File: src/rtl/core_pkg.sv
// rtl/core_pkg.sv - shared pipeline control widths, memory-op encodings and the ID/EX control bundle
package core_pkg;

  localparam int WB_W = 2;
  localparam int M_W  = 4;
  localparam int EX_W = 8;

  localparam int M_MEMRD_HI = 3;
  localparam int M_MEMRD_LO = 2;

  localparam logic [1:0] MEM_WORD = 2'b01;
  localparam logic [1:0] MEM_BYTE = 2'b10;

  typedef struct packed {
    logic [WB_W-1:0] wb;
    logic [M_W-1:0]  m;
    logic [EX_W-1:0] ex;
  } idex_ctrl_t;

endpackage

File: src/rtl/id_ex_stage_if.sv
// rtl/id_ex_stage_if.sv - ID/EX stage bus: decoded ID inputs, registered EX outputs, stall/flush
interface id_ex_stage_if #(
  parameter int DATA_W = 32,
  parameter int REG_AW = 5
);
  import core_pkg::*;

  logic              id_valid_i;
  logic [WB_W-1:0]   wb_i;
  logic [M_W-1:0]    m_i;
  logic [EX_W-1:0]   ex_i;
  logic [DATA_W-1:0] pc4_i;
  logic [DATA_W-1:0] rs_data_i;
  logic [DATA_W-1:0] rt_data_i;
  logic [DATA_W-1:0] imm_i;
  logic [REG_AW-1:0] rs_i;
  logic [REG_AW-1:0] rt_i;
  logic [REG_AW-1:0] rd_i;
  logic              flush_i;

  logic [WB_W-1:0]   wb_o;
  logic [M_W-1:0]    m_o;
  logic [EX_W-1:0]   ex_o;
  logic [DATA_W-1:0] pc4_o;
  logic [DATA_W-1:0] rs_data_o;
  logic [DATA_W-1:0] rt_data_o;
  logic [DATA_W-1:0] imm_o;
  logic [REG_AW-1:0] rs_o;
  logic [REG_AW-1:0] rt_o;
  logic [REG_AW-1:0] rd_o;
  logic              ex_valid_o;
  logic              stall_o;
  logic [15:0]       stall_cnt_o;

  modport master (
    output id_valid_i, wb_i, m_i, ex_i, pc4_i, rs_data_i, rt_data_i, imm_i,
           rs_i, rt_i, rd_i, flush_i,
    input  wb_o, m_o, ex_o, pc4_o, rs_data_o, rt_data_o, imm_o,
           rs_o, rt_o, rd_o, ex_valid_o, stall_o, stall_cnt_o
  );

  modport slave (
    input  id_valid_i, wb_i, m_i, ex_i, pc4_i, rs_data_i, rt_data_i, imm_i,
           rs_i, rt_i, rd_i, flush_i,
    output wb_o, m_o, ex_o, pc4_o, rs_data_o, rt_data_o, imm_o,
           rs_o, rt_o, rd_o, ex_valid_o, stall_o, stall_cnt_o
  );

endinterface

File: src/rtl/load_use_detect.sv
// rtl/load_use_detect.sv - combinational load-use hazard: a load in EX whose rt feeds the ID instruction
module load_use_detect #(
  parameter int REG_AW = 5
) (
  input  logic              i_ex_valid,
  input  logic [1:0]        i_ex_memrd,
  input  logic [REG_AW-1:0] i_ex_rt,
  input  logic              i_id_valid,
  input  logic [REG_AW-1:0] i_id_rs,
  input  logic [REG_AW-1:0] i_id_rt,
  output logic              o_haz
);

  logic w_ex_is_load;
  logic w_rt_match;

  assign w_ex_is_load = i_ex_valid && (i_ex_memrd != 2'b00);
  // rt is compared for every opcode; r0 never carries a dependency.
  assign w_rt_match   = (i_ex_rt != '0) && ((i_ex_rt == i_id_rs) || (i_ex_rt == i_id_rt));
  assign o_haz        = w_ex_is_load && i_id_valid && w_rt_match;

endmodule

File: src/rtl/id_ex_stage.sv
// rtl/id_ex_stage.sv - ID/EX pipeline register with load-use stall and branch flush
// Optional stall-cycle counter enabled by IDEX_PERF_CNT_EN.
module id_ex_stage
  import core_pkg::*;
#(
  parameter int DATA_W = 32,
  parameter int REG_AW = 5
) (
  input  logic         clk,
  input  logic         rst_n,
  id_ex_stage_if.slave bus
);

  idex_ctrl_t        r_ctrl;
  logic              r_valid;
  logic [DATA_W-1:0] r_pc4;
  logic [DATA_W-1:0] r_rs_data;
  logic [DATA_W-1:0] r_rt_data;
  logic [DATA_W-1:0] r_imm;
  logic [REG_AW-1:0] r_rs;
  logic [REG_AW-1:0] r_rt;
  logic [REG_AW-1:0] r_rd;

  logic w_haz;
  logic w_stall;
  logic w_kill;

  load_use_detect #(.REG_AW(REG_AW)) u_load_use_detect (
    .i_ex_valid (r_valid),
    .i_ex_memrd (r_ctrl.m[M_MEMRD_HI:M_MEMRD_LO]),
    .i_ex_rt    (r_rt),
    .i_id_valid (bus.id_valid_i),
    .i_id_rs    (bus.rs_i),
    .i_id_rt    (bus.rt_i),
    .o_haz      (w_haz)
  );

  assign w_stall = w_haz && !bus.flush_i;
  assign w_kill  = bus.flush_i || w_stall;

  always_ff @(posedge clk or negedge rst_n) begin
    if (!rst_n) begin
      r_ctrl    <= '0;
      r_valid   <= 1'b0;
      r_pc4     <= '0;
      r_rs_data <= '0;
      r_rt_data <= '0;
      r_imm     <= '0;
      r_rs      <= '0;
      r_rt      <= '0;
      r_rd      <= '0;
    end else begin
      // Data fields load unconditionally; ex_valid qualifies them downstream.
      r_pc4     <= bus.pc4_i;
      r_rs_data <= bus.rs_data_i;
      r_rt_data <= bus.rt_data_i;
      r_imm     <= bus.imm_i;
      r_rs      <= bus.rs_i;
      r_rt      <= bus.rt_i;
      r_rd      <= bus.rd_i;
      if (w_kill) begin
        r_ctrl  <= '0;
        r_valid <= 1'b0;
      end else begin
        r_ctrl  <= '{wb: bus.wb_i, m: bus.m_i, ex: bus.ex_i};
        r_valid <= bus.id_valid_i;
      end
    end
  end

`ifdef IDEX_PERF_CNT_EN
  logic [15:0] r_stall_cnt;

  always_ff @(posedge clk or negedge rst_n) begin
    if (!rst_n) begin
      r_stall_cnt <= '0;
    end else if (w_stall && (r_stall_cnt != 16'hFFFF)) begin
      r_stall_cnt <= r_stall_cnt + 16'd1;
    end
  end

  assign bus.stall_cnt_o = r_stall_cnt;
`else
  assign bus.stall_cnt_o = 16'h0000;
`endif

  assign bus.wb_o       = r_ctrl.wb;
  assign bus.m_o        = r_ctrl.m;
  assign bus.ex_o       = r_ctrl.ex;
  assign bus.ex_valid_o = r_valid;
  assign bus.pc4_o      = r_pc4;
  assign bus.rs_data_o  = r_rs_data;
  assign bus.rt_data_o  = r_rt_data;
  assign bus.imm_o      = r_imm;
  assign bus.rs_o       = r_rs;
  assign bus.rt_o       = r_rt;
  assign bus.rd_o       = r_rd;
  assign bus.stall_o    = w_stall;

endmodule
File: src/flat_wrapper.sv
// flat-port wrapper written by rule: the top's interface ports become plain ports
module id_ex_stage_flat import core_pkg::*;
#(
  parameter int DATA_W = 32,
  parameter int REG_AW = 5
)
  (clk, rst_n, bus_id_valid_i, bus_wb_i, bus_m_i, bus_ex_i, bus_pc4_i, bus_rs_data_i, bus_rt_data_i, bus_imm_i, bus_rs_i, bus_rt_i, bus_rd_i, bus_flush_i, bus_wb_o, bus_m_o, bus_ex_o, bus_pc4_o, bus_rs_data_o, bus_rt_data_o, bus_imm_o, bus_rs_o, bus_rt_o, bus_rd_o, bus_ex_valid_o, bus_stall_o, bus_stall_cnt_o);
  id_ex_stage_if #(.DATA_W(DATA_W), .REG_AW(REG_AW)) bus_i ();
  input  logic clk;
  input  logic rst_n;
  input wire logic [$bits(bus_i.id_valid_i)-1:0] bus_id_valid_i;
  input wire logic [$bits(bus_i.wb_i)-1:0] bus_wb_i;
  input wire logic [$bits(bus_i.m_i)-1:0] bus_m_i;
  input wire logic [$bits(bus_i.ex_i)-1:0] bus_ex_i;
  input wire logic [$bits(bus_i.pc4_i)-1:0] bus_pc4_i;
  input wire logic [$bits(bus_i.rs_data_i)-1:0] bus_rs_data_i;
  input wire logic [$bits(bus_i.rt_data_i)-1:0] bus_rt_data_i;
  input wire logic [$bits(bus_i.imm_i)-1:0] bus_imm_i;
  input wire logic [$bits(bus_i.rs_i)-1:0] bus_rs_i;
  input wire logic [$bits(bus_i.rt_i)-1:0] bus_rt_i;
  input wire logic [$bits(bus_i.rd_i)-1:0] bus_rd_i;
  input wire logic [$bits(bus_i.flush_i)-1:0] bus_flush_i;
  output wire logic [$bits(bus_i.wb_o)-1:0] bus_wb_o;
  output wire logic [$bits(bus_i.m_o)-1:0] bus_m_o;
  output wire logic [$bits(bus_i.ex_o)-1:0] bus_ex_o;
  output wire logic [$bits(bus_i.pc4_o)-1:0] bus_pc4_o;
  output wire logic [$bits(bus_i.rs_data_o)-1:0] bus_rs_data_o;
  output wire logic [$bits(bus_i.rt_data_o)-1:0] bus_rt_data_o;
  output wire logic [$bits(bus_i.imm_o)-1:0] bus_imm_o;
  output wire logic [$bits(bus_i.rs_o)-1:0] bus_rs_o;
  output wire logic [$bits(bus_i.rt_o)-1:0] bus_rt_o;
  output wire logic [$bits(bus_i.rd_o)-1:0] bus_rd_o;
  output wire logic [$bits(bus_i.ex_valid_o)-1:0] bus_ex_valid_o;
  output wire logic [$bits(bus_i.stall_o)-1:0] bus_stall_o;
  output wire logic [$bits(bus_i.stall_cnt_o)-1:0] bus_stall_cnt_o;
  assign bus_i.id_valid_i = bus_id_valid_i;
  assign bus_i.wb_i = bus_wb_i;
  assign bus_i.m_i = bus_m_i;
  assign bus_i.ex_i = bus_ex_i;
  assign bus_i.pc4_i = bus_pc4_i;
  assign bus_i.rs_data_i = bus_rs_data_i;
  assign bus_i.rt_data_i = bus_rt_data_i;
  assign bus_i.imm_i = bus_imm_i;
  assign bus_i.rs_i = bus_rs_i;
  assign bus_i.rt_i = bus_rt_i;
  assign bus_i.rd_i = bus_rd_i;
  assign bus_i.flush_i = bus_flush_i;
  assign bus_wb_o = bus_i.wb_o;
  assign bus_m_o = bus_i.m_o;
  assign bus_ex_o = bus_i.ex_o;
  assign bus_pc4_o = bus_i.pc4_o;
  assign bus_rs_data_o = bus_i.rs_data_o;
  assign bus_rt_data_o = bus_i.rt_data_o;
  assign bus_imm_o = bus_i.imm_o;
  assign bus_rs_o = bus_i.rs_o;
  assign bus_rt_o = bus_i.rt_o;
  assign bus_rd_o = bus_i.rd_o;
  assign bus_ex_valid_o = bus_i.ex_valid_o;
  assign bus_stall_o = bus_i.stall_o;
  assign bus_stall_cnt_o = bus_i.stall_cnt_o;
  id_ex_stage #(.DATA_W(DATA_W), .REG_AW(REG_AW)) u_core (.clk(clk), .rst_n(rst_n), .bus(bus_i));
endmodule
File: config.mk
export PLATFORM = sky130hd
export DESIGN_NAME = id_ex_stage_flat
export DESIGN_NICKNAME = d
export VERILOG_FILES = /design/src/rtl/core_pkg.sv /design/src/rtl/id_ex_stage_if.sv /design/src/rtl/load_use_detect.sv /design/src/rtl/id_ex_stage.sv /design/src/flat_wrapper.sv
export SDC_FILE = /design/constraint.sdc
export NUM_CORES = 1
export LEC_CHECK = 0
export CORE_MARGIN = 8
export CORE_UTILIZATION = 33
export DETAILED_ROUTE_END_ITERATION = 7
export PLACE_DENSITY = 0.79
export SYNTH_ARGS = -nofsm -noshare
export SYNTH_HDL_FRONTEND = slang
export SYNTH_SLANG_ARGS = --single-unit
File: constraint.sdc
create_clock -name clk -period 1.8 [get_ports clk]
set_clock_uncertainty 0.2 [all_clocks]
set_input_delay 0.36 -clock clk [delete_from_list [all_inputs] [get_ports clk]]
set_output_delay 0.36 -clock clk [all_outputs]
set_load 0.02 [all_outputs]
==> summary.md, run 1 <==
| Metric | Value |
|---|---|
| Status | `finished, violations left` |
| Violated checks | `setup timing` |
| Area growth, synth to finish | `88.8%` |
| Initial drt markers | `94` |
| Area leader, netlist | `dfrtp_1` |
| Synth Cell Area | `4430 um2` |
| Clk slew on worst S/H paths | `0.06 ns` |
| RePlAce Congestion | `0.778` |
| CTS root buf | `clkbuf_16` |
| Pre-antenna DRT Iters | `3` |
| Worst-Skew Late Latency | `0.41 ns` |
| Hpwl dp | `12900 um` |
| Via-to-Cell Ratio | `4.08` |
| Flops & latches, synth | `158` |
| Share of layout cells above drive strength 1 | `12.0%` |
| Net Sw Frac | `23.0%` |
| Longest Clk Path Bufs | `2` |
| WL final | `15700 um` |
| Crit Path Class | `in -> out` |
| Initial Util | `33.6%` |
| Prevailing post-synth register cell | `dfrtp_1` |
| Crit-path max cell delay | `0.49 ns` |
| Most common cell in the synthesized netlist | `dfrtp_1` |
| P_int | `6.49 mW` |
| Post-synthesis cell count | `228` |
| Net Switching | `1.93 mW` |
| Fillers | `1027` |
| Synth top cells by count | `158 x dfrtp_1, 16 x buf_4, 15 x a21oi_1, 15 x nand2b_1, 10 x xnor2_1` |
| Crit-path slowest cell | `clkdlybuf4s50_1` |
| Core area | `13200 um2` |
| Final Hold Viols | `0` |
| Hold Slack | `0.187 ns` |
| WL per Instance | `20.4 um` |
| Num Clock Sinks | `158` |
| CTS Buf Count | `17` |
| Worst-path cell chain | `clkdlybuf4s50_1 -> xnor2_2 -> nand3_2 -> o22ai_4 -> and3b_2 -> buf_6` |
| Reg area | `3960 um2` |
| Cell Rows | `42` |
| Crit path buffers/inverters | `2` |
| Port bufs | `319` |
| Clk pwr share | `42.2%` |
| Crit path DAT | `1.69 ns` |
| Fin util | `63.4%` |
| Ys Warns | `0` |
| Cell leakage power | `3.91 nW` |
| CTS tree | `built` |
| Final Worst Setup Slack | `-0.447 ns` |
| Antenna cell count | `0` |
| Initial antenna violation count | `0` |
| Final min period | `2.25 ns` |
| Vias in the first global route | `3553` |
| Reg power frac | `45.0%` |
| Synth async-reset ratio | `100%` |
| Post-synth EDFFs | `0` |
| Required @ worst endpoint | `1.24 ns` |
| DIE HEIGHT | `132 um` |
| Pin count of the biggest net entering global routing | `41` |
| Post-synthesis cell type count | `17` |
| Seq/Total Area, Yosys | `89.3%` |
| CP Capture Type | `primary output` |
| Critical path peak fanout | `2` |
| Ports | `336` |
| First-pass GRT wire length | `23100 um` |
| H-tree level count | `4` |
| Avg Inst Size Synth | `19.4 um2` |
| Fmax | `0.445 GHz` |
| Setup repair after global routing missed its margin | `yes` |
| Total GRT Usage | `18.0%` |
| Area of the multi-input gates | `449 um2` |
| Die area | `17400 um2` |
| Final setup fails | `1` |
| Vias | `3130` |
| Delay-heaviest family, CP | `buffers and inverters` |
| Synth top area share | `89.3%` |
| Final Slew Violations | `0` |
| Crit start category | `primary input` |
| Power consumption | `8.42 mW` |
| Nets | `741` |
| Maximum vdd drop | `0.523 mV` |
| Grt total ovfl | `0` |
| Max Cap Viol | `0` |
| Type of the most critical hold path | `in -> reg` |
| Pwr dens | `1010 nW/um2` |
| ANT nets after route | `0` |
| Comb pwr share | `12.9%` |
| Die X | `132 um` |
| Synth area leaders | `dfrtp_1 89%, buf_4 2.7%, nand2b_1 2.1%` |
| DRC | `0` |
| Worst slack at placement | `-0.917 ns` |
| Final worst-path cycle share | `125%` |
==> through the flow <==
step | instance area, um2 | cells | TNS (ns)
3_3_place_gp | 7900 | 734 | -2.98
5_1_grt | 8360 | 768 | -0.769
2_1_floorplan | 4490 | 243 | 0
4_1_cts | 8320 | 767 | -0.441
6_report | 8360 | 768 | -0.447
3_5_place_dp | 7900 | 734 | -3.50
==> cell usage in the layout, fill, tap and decap left out <==
cell and count:
nor3_2 1, conb_1 16, xnor2_2 6, clkinvlp_4 2, inv_6 2, dfrtp_1 153
clkbuf_8 1, clkinv_2 3, nand2b_1 15, buf_4 15, xnor2_1 4, clkbuf_1 3
a21oi_2 1, dlygate4sd2_1 151, clkdlybuf4s50_1 159, dlygate4sd3_1 1, buf_12 2, and3b_2 1
clkdlybuf4s15_2 1, clkbuf_2 3, nand2_1 2, dfrtp_2 5, o211ai_1 1, buf_2 3
a21oi_1 15, o22ai_4 1, bufinv_16 3, nor2_1 1, buf_6 2, nand3_2 2
clkbuf_16 17
==> power groups by stage <==
| stage | logic, mW | registers, mW | clock network (mW) |
|---|---|---|---|
| 2_1_floorplan | 0.118 | 4.09 | 0 |
| 3_3_place_gp | 1.19 | 3.85 | 0 |
| 3_5_place_dp | 1.21 | 3.86 | 0 |
| 4_1_cts | 1.09 | 3.79 | 3.63 |
| 5_1_grt | 1.14 | 3.80 | 3.79 |
| 6_report | 1.08 | 3.79 | 3.55 |
==> per-layer routing <==
layer,share of wire [%],vias to the layer above,wire [um],global-route usage [%]
met5,0,-,0,0
met4,1.3,0,201,5.87
met3,6.5,14,1030,6.52
met2,57,152,8980,33.9
met1,35,1569,5480,17.9
li1,-,1395,-,-
==> worst paths after layout <==
path                                             from                       to  slack, ns  cells past startpoint
worst min-delay path                 bus_rs_data_i[6]  u_core.bus.rs_data_o[6]       0.19                      1
worst min register to register  u_core.bus.ex_valid_o    u_core.bus.ex_valid_o       0.73                      4
min in group asynchronous                       rst_n     u_core.bus.pc4_o[23]       0.23                      2
worst max register to register     u_core.bus.rt_o[0]        u_core.bus.m_o[2]       0.05                      7
max in group asynchronous                       rst_n     u_core.bus.pc4_o[20]       0.61                      3
worst max-delay path                      bus_rs_i[0]              bus_stall_o      -0.45                      6
==> kinds of logic (layout without fill, tap and decap cells) <==
| kind of cell | count (synthesis) | in the layout | synth area share, % |
|---|---|---|---|
| xor gates and xnor gates | 10 | 10 | 1.98 |
| and+or+nand+nor | 22 | 22 | 2.94 |
| DFF | 158 | 158 | 89.3 |
| buffers and inverters | 19 | 368 | 3.17 |
| AOI/OAI and AO/OA | 18 | 18 | 2.52 |
| other | 1 | 16 | 0.0847 |
==> what timing repair did <==
item                                    CTS  global route
endpoints found under the hold margin    34             0
setup buffers                             1             1
endpoints found under the setup margin  159             4
pin swaps                                 3             6
gates resized for setup                 179            11
hold buffers                              1             0
==> state kept, by name, summed over array words and instances (netlist names) <==
name,count
u_core.bus.imm_o,32
u_core.bus.pc4_o,32
u_core.bus.rs_data_o,32
u_core.bus.rt_data_o,32
u_core.bus.ex_o,8
u_core.bus.rd_o,5
u_core.bus.rs_o,5
u_core.bus.rt_o,5
u_core.bus.m_o,4
u_core.bus.wb_o,2
u_core.bus.ex_valid_o,1
==> layout make-up <==
| type | count | area share, % |
|---|---|---|
| multi-input combinational | 66 | 5.37 |
| clock inverter | 10 | 1.65 |
| sequential | 158 | 47.4 |
| timing repair buffer | 337 | 37.6 |
| clock buffer | 21 | 5.39 |
| tap | 176 | 2.63 |
Power figures use the tool's default switching activity.
==> run 2: changes to the inputs <==
CORE_ASPECT_RATIO = 1.25   (was not set)
CTS_CLUSTER_SIZE = 40   (was not set)
PLACE_DENSITY = 0.84   (was 0.79)
==> summary.md, run 2 (same netlist as run 1, synthesis figures left out) <==
| Metric | Value |
|---|---|
| CTS Buf Count | `17` |
| Cell leakage power | `3.92 nW` |
| Grt total ovfl | `0` |
| Violated checks | `setup timing` |
| Hpwl dp | `12900 um` |
| Total GRT Usage | `18.1%` |
| Port bufs | `319` |
| Final Slew Violations | `0` |
| Worst-Skew Late Latency | `0.41 ns` |
| Setup repair after global routing missed its margin | `yes` |
| Most frequent cells in the layout | `157 x clkdlybuf4s50_1, 154 x dlygate4sd2_1, 153 x dfrtp_1` |
| RePlAce Congestion | `0.741` |
| Initial drt markers | `142` |
| ANT nets after route | `0` |
| Power consumption | `8.47 mW` |
| Final min period | `2.21 ns` |
| Pwr dens | `1010 nW/um2` |
| Crit-path slowest cell | `dfrtp_2` |
| Worst-path cell chain | `xnor2_1 -> nand2_1 -> o22ai_4 -> and3b_2 -> buf_6` |
| Critical path peak fanout | `4` |
| Die X | `120 um` |
| Crit path DAT | `1.65 ns` |
| CP Capture Type | `primary output` |
| Area growth, synth to finish | `88.9%` |
| Nets | `742` |
| Core area | `13200 um2` |
| CTS root buf | `clkbuf_16` |
| Die area | `17400 um2` |
| Final Hold Viols | `0` |
| Crit Path Class | `reg -> out` |
| Initial Util | `33.6%` |
| Ports | `336` |
| Final setup fails | `1` |
| Share of layout cells above drive strength 1 | `12.5%` |
| Status | `finished, violations left` |
| WL per Instance | `20.6 um` |
| Clk slew on worst S/H paths | `0.06 ns` |
| Cell Rows | `47` |
| Initial antenna violation count | `0` |
| Crit start category | `flip-flop` |
| WL final | `15800 um` |
| Type of the most critical hold path | `in -> reg` |
| Max Cap Viol | `0` |
| DIE HEIGHT | `145 um` |
| Pin count of the biggest net entering global routing | `47` |
| Pre-antenna DRT Iters | `4` |
| First-pass GRT wire length | `23500 um` |
| DRC | `0` |
| H-tree level count | `4` |
| Maximum vdd drop | `0.664 mV` |
| Num Clock Sinks | `158` |
| CTS tree | `built` |
| Crit-path max cell delay | `0.44 ns` |
| Hold Slack | `0.0599 ns` |
| Via-to-Cell Ratio | `4.15` |
| Final worst-path cycle share | `123%` |
| Vias | `3174` |
| Longest Clk Path Bufs | `2` |
| Commonest non-fill, non-tap cell in the layout | `clkdlybuf4s50_1` |
| Fmax | `0.452 GHz` |
| Antenna cell count | `0` |
| Fin util | `63.5%` |
| Vias in the first global route | `3645` |
| Final Worst Setup Slack | `-0.412 ns` |
| Required @ worst endpoint | `1.24 ns` |
[run 2: critical path: cells and delay by family (launching register included)]
kind                      cells  cell delay, ns
AOI/OAI and AO/OA             1            0.20
xor gates and xnor gates      1            0.17
buffers and inverters         1            0.11
DFF                           1            0.44
and+or+nand+nor               2            0.32
[run 2: metrics by stage]
| step | cell area (um2) | TNS (ns) | worst slack [ns] | instances |
|---|---|---|---|---|
| floorplan | 4490 | 0 | 0.00548 | 243 |
| global placement | 7900 | -2.82 | -0.870 | 731 |
| detailed placement | 7900 | -3.66 | -0.906 | 731 |
| CTS | 8340 | -0.417 | -0.417 | 763 |
| global route | 8360 | -0.519 | -0.466 | 764 |
| finish | 8360 | -0.412 | -0.412 | 764 |
[run 2: path summary, 6_finish.rpt]
check / start / to / slack [ns] / cells past startpoint
worst max-delay path: u_core.bus.rt_o[3] / bus_stall_o / -0.41 / 5
worst min-delay path: bus_rt_i[4] / u_core.bus.rt_o[4] / 0.06 / 1
worst max register to register: u_core.bus.rt_o[3] / u_core.bus.wb_o[1] / 0.16 / 6
worst min register to register: u_core.bus.ex_valid_o / u_core.bus.ex_o[5] / 0.73 / 4
max in group asynchronous: rst_n / u_core.bus.rt_o[2] / 0.59 / 3
min in group asynchronous: rst_n / u_core.bus.imm_o[10] / 0.23 / 2
[run 2: repair_timing]
| action | 4_1_cts | 5_1_grt |
|---|---|---|
| setup endpoints to repair | 159 | 8 |
| gates resized for setup | 179 | 10 |
| hold buffers | 1 | 0 |
| pin swaps | 7 | 5 |
| buffers inserted | 0 | 1 |
| endpoints found under the hold margin | 35 | 0 |
[run 2: cell type report]
cell class,instances,area (um2)
Tap cell,171,214
Sequential cell,158,3960
Clock inverter,14,171
Timing Repair Buffer,338,3140
Fill cell,1037,4810
Multi-Input combinational cell,66,457
Clock buffer,17,425
[run 2: per-layer routing]
metal  part of all wire (%)  GRT usage (%)  up-vias
li1                       -              -     1399
met1                     34           18.3     1565
met2                     56           33.5      188
met3                    7.2           5.67       22
met4                    2.3           7.14        0
met5                      0              0        -
[run 2: where the power goes]
part           switching [mW]  internal, mW  leakage, nW
clock                    1.51          2.09        0.285
combinational           0.538         0.540         1.78
sequential             0.0565          3.73         1.85
total                    2.11          6.36         3.92
==> run 3: changes to the inputs <==
clock period = 2.3 ns   (was 1.8 ns; I/O delays follow)
==> summary.md, run 3 (same netlist as run 1, synthesis figures left out) <==
| Metric | Value |
|---|---|
| Worst r2r src | `u_core.bus.rt_o[3]` |
| Max Cap Viol | `0` |
| CTS Buf Count | `17` |
| Num Clock Sinks | `158` |
| Violated checks | `setup timing` |
| Crit-path max cell delay | `0.53 ns` |
| Pre-antenna DRT Iters | `4` |
| WL final | `16200 um` |
| Non-filler cells, final | `757` |
| DRC | `0` |
| Final Hold Viols | `0` |
| Hpwl dp | `13300 um` |
| DIE HEIGHT | `145 um` |
| Crit-path slowest cell | `clkdlybuf4s50_1` |
| Crit path DAT | `1.68 ns` |
| Setup repair after global routing missed its margin | `yes` |
| Clk slew on worst S/H paths | `0.07 ns` |
| Final Worst Setup Slack | `-0.0406 ns` |
| WL per Instance | `21.4 um` |
| Reg power frac | `45.4%` |
| Status | `finished, violations left` |
| Cell leakage power | `3.63 nW` |
| Crit Path Class | `in -> out` |
| Worst-path cell chain | `clkdlybuf4s50_1 -> xnor2_2 -> nand2_2 -> o22ai_4 -> and3b_2 -> buf_6` |
| ANT nets after route | `0` |
| Final min period | `2.34 ns` |
| Placed cells | `724` |
| Initial drt markers | `134` |
| Pin count of the biggest net entering global routing | `55` |
| Required @ worst endpoint | `1.64 ns` |
| Grt total ovfl | `0` |
| Pwr dens | `774 nW/um2` |
| Nets | `734` |
| Fmax | `0.427 GHz` |
| Commonest non-fill, non-tap cell in the layout | `clkdlybuf4s50_1` |
| Net Sw Frac | `25.4%` |
| CP Capture Type | `primary output` |
| Via-to-Cell Ratio | `4.14` |
| Final worst-path cycle share | `102%` |
| Comb pwr share | `14.3%` |
| Core area | `13200 um2` |
| Initial Util | `33.6%` |
| Net Switching | `1.66 mW` |
| Critical path peak fanout | `2` |
| Port bufs | `319` |
| Hold Slack | `0.118 ns` |
| Worst-Skew Late Latency | `0.41 ns` |
| Die area | `17400 um2` |
| CTS tree | `built` |
| Cell Rows | `47` |
| Hold_sp | `bus_rt_i[2]` |
| Maximum vdd drop | `0.403 mV` |
| Longest Clk Path Bufs | `2` |
| Area growth, synth to finish | `90.7%` |
| Share of layout cells above drive strength 1 | `8.87%` |
| Crit start category | `primary input` |
| H-tree level count | `4` |
| Initial antenna violation count | `1` |
| Most frequent cells in the layout | `309 x clkdlybuf4s50_1, 157 x dfrtp_1, 17 x clkbuf_16` |
| Vias in the first global route | `3602` |
| Total GRT Usage | `18.5%` |
| Die X | `120 um` |
| Antenna cell count | `0` |
| CTS root buf | `clkbuf_16` |
| P_int | `4.88 mW` |
| First-pass GRT wire length | `23700 um` |
| Type of the most critical hold path | `in -> reg` |
| Final setup fails | `1` |
| Final Slew Violations | `0` |
| RePlAce Congestion | `0.805` |
| Clk pwr share | `40.3%` |
| Fillers | `967` |
| Ports | `336` |
| Critical path origin | `bus_rs_i[2]` |
| Vias | `3133` |
run 3: per-layer routing:
layer,GRT usage [%],wire [um]
met5,0,13
met4,7.51,428
met3,7.61,1540
met2,33.4,8740
met1,18.1,5430
run 3: what timing repair did:
action | CTS | global route
setup endpoints to repair | 1 | 1
setup buffers | 0 | 0
hold buffers | 1 | 0
cloned | 0 | 0
endpoints found under the hold margin | 36 | 0
pin swaps | 6 | 5
resized for setup | 14 | 6
run 3: power by group through the flow:
stage               clock network, mW  registers (mW)  logic, mW
floorplan                           0            3.20     0.0926
global placement                    0            3.01      0.924
detailed placement                  0            3.02      0.943
CTS                              2.70            2.97      0.943
global route                     2.82            2.98      0.986
finish                           2.64            2.97      0.934
run 3: final timing paths:
path | slack (ns) | endpoint | cells after the start
worst max-delay path | -0.04 | bus_stall_o | 6
worst min-delay path | 0.12 | u_core.bus.rt_o[2] | 1
worst max register to register | 0.75 | u_core.bus.wb_o[1] | 5
worst min register to register | 0.69 | u_core.bus.ex_o[4] | 4
max in group asynchronous | 0.89 | u_core.bus.pc4_o[23] | 3
min in group asynchronous | 0.35 | u_core.bus.rt_data_o[29] | 2
run 3: final cells by class:
| class | instances | area [um2] | area share, % |
|---|---|---|---|
| clock buffer | 18 | 439 | 5.20 |
| tap | 171 | 214 | 2.53 |
| sequential | 158 | 3960 | 46.8 |
| multi-input combinational | 66 | 412 | 4.88 |
| clock inverter | 14 | 124 | 1.47 |
| timing repair buffer | 330 | 3300 | 39.1 |
run 3: per-stage QoR:
| stage | power [mW] | TNS, ns | setup slack [ns] | cell area (um2) | utilization, % |
|---|---|---|---|---|---|
| 4_1_cts | 6.61 | -0.0819 | -0.0819 | 8420 | 63.9 |
| 5_1_grt | 6.78 | -0.0994 | -0.0994 | 8440 | 64.1 |
| 3_3_place_gp | 3.94 | -0.628 | -0.628 | 7850 | 59.6 |
| 3_5_place_dp | 3.96 | -0.630 | -0.630 | 7850 | 59.6 |
| 2_1_floorplan | 3.30 | 0 | 0.338 | 4480 | - |
| 6_report | 6.54 | -0.0406 | -0.0406 | 8440 | 64.1 |
run 3: critical path: cells and delay by family:
kind	cells	cell delay (ns)
and+or+nand+nor	2	0.30
buffers and inverters	2	0.65
AOI/OAI and AO/OA	1	0.14
xor gates and xnor gates	1	0.13
